`config.mk`:
```
export PLATFORM = sky130hd
export DESIGN_NAME = uart_cmd_responder
export DESIGN_NICKNAME = d
export VERILOG_FILES = /design/src/rtl/uart_resp_pkg.sv /design/src/rtl/uart_resp_regfile.sv /design/src/rtl/uart_cmd_responder.sv
export SDC_FILE = /design/constraint.sdc
export NUM_CORES = 1
export LEC_CHECK = 0
export BUFFER_PORTS_ARGS = -buffer_cell sky130_fd_sc_hd__buf_2
export CAP_MARGIN = 20
export CORE_MARGIN = 1.5
export CORE_UTILIZATION = 55
export DETAILED_ROUTE_END_ITERATION = 16
export HOLD_SLACK_MARGIN = 0.08
export PLACE_DENSITY = 0.82
export SLEW_MARGIN = 20
export SYNTH_ARGS = -nofsm -noshare
export SYNTH_HDL_FRONTEND = slang
export SYNTH_HIERARCHICAL = 1
export SYNTH_SLANG_ARGS = --single-unit
```
`constraint.sdc`:
```
create_clock -name clk -period 3.35 [get_ports clk]
set_input_delay 0.8375 -clock clk [delete_from_list [all_inputs] [get_ports clk]]
set_output_delay 0.8375 -clock clk [all_outputs]
set_load 0.01 [all_outputs]
```
`src/rtl/uart_resp_pkg.sv`:
```
// Shared constants and FSM state type for the UART command responder.
package uart_resp_pkg;

    localparam logic [7:0] CMD_WR       = 8'h57;
    localparam logic [7:0] CMD_RD       = 8'h52;
    localparam logic [7:0] RSP_OK       = 8'h4B;
    localparam logic [7:0] RSP_ERR      = 8'h45;
    localparam logic [7:0] RSP_BAD      = 8'h3F;
    localparam logic [7:0] VERSION_ADDR = 8'hFF;

    typedef enum logic [2:0] {
        ST_IDLE,
        ST_GET_ADDR,
        ST_GET_DATA,
        ST_GET_CSUM,
        ST_EXEC,
        ST_SEND
    } state_t;

endpackage

```
`src/rtl/uart_resp_regfile.sv`:
```
// NREGS x WIDTH register file: synchronous write, combinational read,
// one-cycle reg_wr pulse and sticky address of the last write.
module uart_resp_regfile #(
    parameter int WIDTH = 8,
    parameter int NREGS = 8
) (
    input  logic                   clk,
    input  logic                   reset,
    input  logic                   we,
    input  logic [WIDTH-1:0]       addr,
    input  logic [WIDTH-1:0]       wr_data,
    output logic [WIDTH-1:0]       rd_data,
    output logic [NREGS*WIDTH-1:0] regs_out,
    output logic                   reg_wr,
    output logic [WIDTH-1:0]       reg_wr_addr
);

    logic [WIDTH-1:0] mem [NREGS];

    always_ff @(posedge clk) begin
        if (reset) begin
            for (int k = 0; k < NREGS; k++) mem[k] <= '0;
            reg_wr      <= 1'b0;
            reg_wr_addr <= '0;
        end else begin
            reg_wr <= we;
            if (we) begin
                reg_wr_addr <= addr;
                for (int k = 0; k < NREGS; k++)
                    if (addr == WIDTH'(k)) mem[k] <= wr_data;
            end
        end
    end

    always_comb begin
        rd_data = '0;
        for (int k = 0; k < NREGS; k++)
            if (addr == WIDTH'(k)) rd_data = mem[k];
    end

    for (genvar k = 0; k < NREGS; k++) begin : g_flat
        assign regs_out[k*WIDTH +: WIDTH] = mem[k];
    end

endmodule

```
`src/rtl/uart_cmd_responder.sv`:
```
// UART FIFO-side command responder: parses 'W'/'R' frames, executes them on
// the register file, answers one byte per frame. Optional checksum byte
// per frame when UART_RESP_CSUM_EN is defined.
module uart_cmd_responder
    import uart_resp_pkg::*;
#(
    parameter int               WIDTH   = 8,
    parameter int               NREGS   = 8,
    parameter logic [WIDTH-1:0] VERSION = 8'h01,
    parameter int               TIMEOUT = 25000
) (
    input  logic                   clk,
    input  logic                   reset,
    input  logic [WIDTH-1:0]       r_data,
    input  logic                   rx_fifo_empty,
    output logic                   rd_uart,
    input  logic                   tx_fifo_full,
    output logic                   wr_uart,
    output logic [WIDTH-1:0]       w_data,
    output logic [NREGS*WIDTH-1:0] regs_out,
    output logic                   reg_wr,
    output logic [WIDTH-1:0]       reg_wr_addr
);

    localparam int               CNT_W      = $clog2(TIMEOUT + 1);
    localparam logic [WIDTH:0]   NREGS_L    = (WIDTH+1)'(NREGS);
    localparam logic [WIDTH-1:0] W_CMD_WR   = WIDTH'(CMD_WR);
    localparam logic [WIDTH-1:0] W_CMD_RD   = WIDTH'(CMD_RD);
    localparam logic [WIDTH-1:0] W_RSP_OK   = WIDTH'(RSP_OK);
    localparam logic [WIDTH-1:0] W_RSP_ERR  = WIDTH'(RSP_ERR);
    localparam logic [WIDTH-1:0] W_RSP_BAD  = WIDTH'(RSP_BAD);
    localparam logic [WIDTH-1:0] W_VER_ADDR = WIDTH'(VERSION_ADDR);

    state_t            state, next_state;
    logic [CNT_W-1:0]  cnt;
    logic              is_wr;
    logic [WIDTH-1:0]  addr_q, data_q, rd_data, resp;
    logic              pop, is_cmd, in_range, we, timeout_hit, in_frame;
    logic              csum_ok;

`ifdef UART_RESP_CSUM_EN
    logic [WIDTH-1:0]  csum_q;
    logic              csum_match;
`else
    assign csum_ok = 1'b1;
`endif

    assign pop         = rd_uart;
    assign is_cmd      = (r_data == W_CMD_WR) || (r_data == W_CMD_RD);
    assign in_range    = {1'b0, addr_q} < NREGS_L;
    assign we          = (state == ST_EXEC) && is_wr && in_range && csum_ok;
    assign timeout_hit = (cnt == CNT_W'(TIMEOUT - 1));
    assign in_frame    = (state == ST_GET_ADDR) || (state == ST_GET_DATA) ||
                         (state == ST_GET_CSUM);

    always_comb begin
        next_state = state;
        rd_uart    = 1'b0;
        wr_uart    = 1'b0;
        case (state)
            ST_IDLE: begin
                rd_uart = !rx_fifo_empty;
                if (pop) next_state = is_cmd ? ST_GET_ADDR : ST_SEND;
            end
            ST_GET_ADDR: begin
                rd_uart = !rx_fifo_empty;
                if (pop) begin
`ifdef UART_RESP_CSUM_EN
                    next_state = is_wr ? ST_GET_DATA : ST_GET_CSUM;
`else
                    next_state = is_wr ? ST_GET_DATA : ST_EXEC;
`endif
                end else if (timeout_hit) begin
                    next_state = ST_IDLE;
                end
            end
            ST_GET_DATA: begin
                rd_uart = !rx_fifo_empty;
                if (pop) begin
`ifdef UART_RESP_CSUM_EN
                    next_state = ST_GET_CSUM;
`else
                    next_state = ST_EXEC;
`endif
                end else if (timeout_hit) begin
                    next_state = ST_IDLE;
                end
            end
`ifdef UART_RESP_CSUM_EN
            ST_GET_CSUM: begin
                rd_uart = !rx_fifo_empty;
                if (pop)              next_state = ST_EXEC;
                else if (timeout_hit) next_state = ST_IDLE;
            end
`endif
            ST_EXEC: next_state = ST_SEND;
            ST_SEND: begin
                wr_uart = !tx_fifo_full;
                if (!tx_fifo_full) next_state = ST_IDLE;
            end
            default: next_state = ST_IDLE;
        endcase
    end

    // A failed checksum turns every frame into an error, including reads.
    always_comb begin
        resp = W_RSP_ERR;
        if (csum_ok) begin
            if (is_wr) begin
                if (in_range) resp = W_RSP_OK;
            end else if (addr_q == W_VER_ADDR) begin
                resp = VERSION;
            end else if (in_range) begin
                resp = rd_data;
            end
        end
    end

    always_ff @(posedge clk) begin
        if (reset) begin
            state  <= ST_IDLE;
            cnt    <= '0;
            is_wr  <= 1'b0;
            addr_q <= '0;
            data_q <= '0;
            w_data <= '0;
        end else begin
            state <= next_state;
            if (pop || !in_frame) cnt <= '0;
            else                  cnt <= cnt + CNT_W'(1);
            if (pop) begin
                case (state)
                    ST_IDLE: begin
                        is_wr <= (r_data == W_CMD_WR);
                        if (!is_cmd) w_data <= W_RSP_BAD;
                    end
                    ST_GET_ADDR: addr_q <= r_data;
                    ST_GET_DATA: data_q <= r_data;
                    default: ;
                endcase
            end
            if (state == ST_EXEC) w_data <= resp;
        end
    end

`ifdef UART_RESP_CSUM_EN
    assign csum_match = (r_data == csum_q);

    always_ff @(posedge clk) begin
        if (reset) begin
            csum_q  <= '0;
            csum_ok <= 1'b0;
        end else if (pop) begin
            if (state == ST_IDLE) begin
                csum_q  <= r_data;
                csum_ok <= 1'b1;
            end else if (state == ST_GET_CSUM) begin
                csum_ok <= csum_match;
            end else begin
                csum_q  <= csum_q ^ r_data;
            end
        end
    end
`endif

    uart_resp_regfile #(
        .WIDTH (WIDTH),
        .NREGS (NREGS)
    ) u_regfile (
        .clk         (clk),
        .reset       (reset),
        .we          (we),
        .addr        (addr_q),
        .wr_data     (data_q),
        .rd_data     (rd_data),
        .regs_out    (regs_out),
        .reg_wr      (reg_wr),
        .reg_wr_addr (reg_wr_addr)
    );

endmodule

```
==> results <==
- Synthesis instantiated 56 different standard cells from the library.
- The category of the worst setup path launch point is a flip-flop.
- The synthesized netlist cell count is 481.
- The H-tree was split into 4 levels.
- The worst hold path belongs to the class reg2reg.
- The number of nets handed over by synthesis was 494.
- The area of the die is 9990 um^2.
- Static timing analysis puts the maximum clock frequency at 372 MHz.
- Counting the buffers created by CTS gives 17.
- The number of cells on the worst hold path is 2.
- The max-slew violation total from the final report is 0.
- The largest buffer count on any clock path is 2.
- The number of antenna violations at the first check in global routing came to 0.
- Post-CTS timing repair inserted 0 buffers for setup.
- The CTS tree is built.
- The synthesized netlist occupies a cell area of 5170 um^2.
- Sequential elements use 57.3% of the synthesized area.
- The first global-routing pass estimated 20500 um of wire.
- The die is 99.9 um tall.
- For the pin with the worst max-slew slack, the measured transition is 889 ps.
- The synthesized design contains 116 register bits.
- The final cycle utilization of the critical path is 80.2%.
- After clock tree synthesis, the flow added hold-fix buffers numbering 0.
- The count of flip-flops with a built-in enable after synthesis is 64.
- The total iterations of the first detailed-routing run is 5.
- Data arrives at the worst endpoint at 2870 ps.
- The number of DRC violations after detailed-routing iteration 0 is 386.
- The number of warnings issued by yosys is 6.
- The antenna diode instance count is 0.
- Compared with the post-synthesis result, the final layout area differs by 20.8%.
- The capture endpoint of the worst hold path is data_q[0]$_SDFFE_PP0P_.
- On the final layout, the worst clock skew is 7.47 ps.
- The power per unit of standard cell area is 563 nW/um^2.
- The maximum fanout along the worst path is 9.
- Across the run, the number of max-cap violations was 0.
- The number of endpoints with negative hold slack in the final report came to 0.
- In the final routed layout, each cell accounts on average for 19.2 um.
- The number of remaining DRC errors is 0.
- Setup repair after global routing left no endpoint under its margin.
- For the worst setup path, the data required time is 3530 ps.
- OpenSTA, run right after detailed placement, puts the worst setup slack at 736 ps.
- In the final timing run, aggregate negative setup slack is 0 ps.
- In the final layout, the share of cells above drive strength 1 is 27.3%.
- Of all flip-flops after synthesis, the portion carrying an async set or reset was 0%.
- The setup violation total in the final timing report is 0.
- The CTS clock-pin slew for the worst setup and hold paths is 60 ps.
- The cell at the root of the clock tree is clkbuf_8.
- The routed via count divided by cell count is 5.92.
- The maximum vdd drop is 0.390 mV.
- The final layout contains routed wiring with a total length of 13400 um.
- The die width is 99.9 um.
- After clock tree synthesis, the repair step resized 0 gates.
- The per-instance average area after synthesis is 10.7 um^2.
- The congestion estimate from routability-driven global placement came to 0.909.
- In this run the most critical hold path is launched from data_q[0]$_SDFFE_PP0P_.
- The destination of the worst register-to-register timing path is u_regfile/mem[0][3]$_SDFFCE_PN0P_.
- The latest clock arrival within the worst-skew pair is 510 ps.
- Global routing finished with a remaining overflow of 0.
- Once detailed placement completed, the half-perimeter wirelength came to 9420 um.
- The number of global-route vias before repair was 3937.
- The flow ran to the end, and the final reports show no timing, DRC or antenna violations.
- The largest net degree at the start of global routing is 30.
- For the worst flop-to-flop path, the logic depth is 6.
- Input and output buffers added on the ports amount to 94.
- In the layout the commonest cells are buf_2, nor2_1, edfxtp_1, dfxtp_1, nand2_1.
- The relative slew slack is 40.7%.
- The number of routed nets with antenna violations is 0.
- The leakage power of the design is 2.42 nW.
- The type of the setup path with the least slack is reg2reg.
- The leading cell type in the layout, fill and taps excluded is buf_2.
- Counting every sink on the clock net gives 116.
- After floorplanning, the core was sized to cover 9150 um^2.
- The total vias in the final route is 4127.
- The prevailing post-synth register cell is edfxtp_1.
- Setup slack on the worst reg-to-reg path comes out at 660 ps.
- Subtracting the final worst setup slack from the clock period gives 2690 ps.
- The kind of end point of the critical path is a flip-flop.
- After the last flow step, the layout net total stands at 587.
- The floorplan has 35 rows.
- The overall global routing resource usage is 27.7%.
- In this run the critical register-to-register path is launched from addr_q[7]$_SDFFE_PP0P_.
- Across all setup checks in the final design, the least slack found is 665 ps.
- Once the floorplan was initialized, standard cells occupied 56.5% of the core.
- The I/O pin count is 95.
==> Yosys cell counts, types with 3 or more instances <==
master | count | area share (%)
o21ai_0 | 14 | 1.4
and3_1 | 3 | 0.36
nor3_1 | 6 | 0.58
a21o_1 | 5 | 0.73
nand2_2 | 3 | 0.36
nand3_1 | 10 | 0.97
o211ai_1 | 4 | 0.58
a31o_2 | 3 | 0.51
inv_1 | 10 | 0.73
o2bb2ai_1 | 4 | 0.68
nand4_2 | 4 | 0.97
or3_1 | 7 | 0.85
mux2i_1 | 17 | 3.3
buf_1 | 3 | 0.22
xnor2_1 | 6 | 1.0
edfxtp_1 | 64 | 37
nand2_1 | 47 | 3.4
a22oi_1 | 5 | 0.73
clkbuf_1 | 14 | 1.0
mux4_2 | 6 | 2.6
mux2_2 | 4 | 0.87
nor2b_1 | 4 | 0.48
a211oi_1 | 4 | 0.58
xor2_1 | 4 | 0.68
a21oi_1 | 33 | 3.2
nor2_1 | 75 | 5.4
buf_2 | 8 | 0.77
nand2b_1 | 20 | 2.4
dfxtp_1 | 52 | 20
a22o_1 | 4 | 0.68
==> cell families (layout without fill, tap and decap cells) <==
| group | count (synthesis) | after routing | share of synthesized area [%] |
|---|---|---|---|
| simple gates | 207 | 207 | 20.7 |
| fa+ha+maj | 2 | 2 | 0.436 |
| buf+inv | 35 | 140 | 2.74 |
| mux | 27 | 27 | 6.78 |
| xor+xnor | 10 | 10 | 1.69 |
| flops | 116 | 116 | 57.3 |
| compound gates | 84 | 84 | 10.4 |
==> routing by layer <==
layer	global-route usage [%]	routed length (um)
met5	0	0
met4	12.9	367
met3	8.29	1150
met2	46.6	6710
met1	32.6	5140
==> flip-flops by register name (all words and copies together) (netlist names) <==
signal and flops:
u_regfile/mem 64, cnt 15, addr_q 8, data_q 8, u_regfile/reg_wr_addr 8, w_data 8
state 3, is_wr 1, u_regfile/reg_wr 1
==> report_power, final <==
part / internal [mW] / switching [mW]
Combinational: 0.119 / 0.182
Clock: 0.974 / 0.638
Sequential: 1.55 / 0.0535
Total: 2.64 / 0.874
==> cell type report <==
cell class                 count  area, um^2
fill                         641        2910
sequential                   116        2960
multi-input combinational    330        2060
inverter                      10        37.5
timing repair buffer          99         508
clock buffer                  18         418
clock inverter                13         113
tap                          111         139
==> through the flow <==
| stage | utilization [%] | hold WS, ps | power (mW) | cells | cell area (um^2) |
|---|---|---|---|---|---|
| floorplan | - | 437 | 1.82 | 481 | 5170 |
| global route | 68.2 | 484 | 3.62 | 697 | 6240 |
| CTS | 68.2 | 463 | 3.52 | 697 | 6240 |
| global placement | 62.4 | 444 | 1.92 | 666 | 5710 |
| detailed placement | 62.4 | 454 | 1.92 | 666 | 5710 |
| finish | 68.2 | 460 | 3.52 | 697 | 6240 |
==> worst max-delay path, cell delays in order (launching register included) <==
cell     delay, ps
dfxtp_1        410
or4_4          580
nor2_2         140
and3_1         210
nor4b_4        410
nand2_2        200
or2b_1         400
==> how the worst max path moves through the flow <==
stage	from	end	slack [ps]
after floorplan	addr_q[7]$_SDFFE_PP0P_	u_regfile/mem[0][0]$_SDFFCE_PN0P_	790
final	addr_q[7]$_SDFFE_PP0P_	u_regfile/mem[0][3]$_SDFFCE_PN0P_	660
after global routing	addr_q[7]$_SDFFE_PP0P_	u_regfile/mem[0][0]$_SDFFCE_PN0P_	540
after CTS	addr_q[7]$_SDFFE_PP0P_	u_regfile/mem[0][2]$_SDFFCE_PN0P_	720
after detailed placement	addr_q[7]$_SDFFE_PP0P_	u_regfile/mem[0][2]$_SDFFCE_PN0P_	740
after global placement	addr_q[7]$_SDFFE_PP0P_	u_regfile/mem[0][1]$_SDFFCE_PN0P_	780
Note: power is estimated with default switching activity, not from simulation.
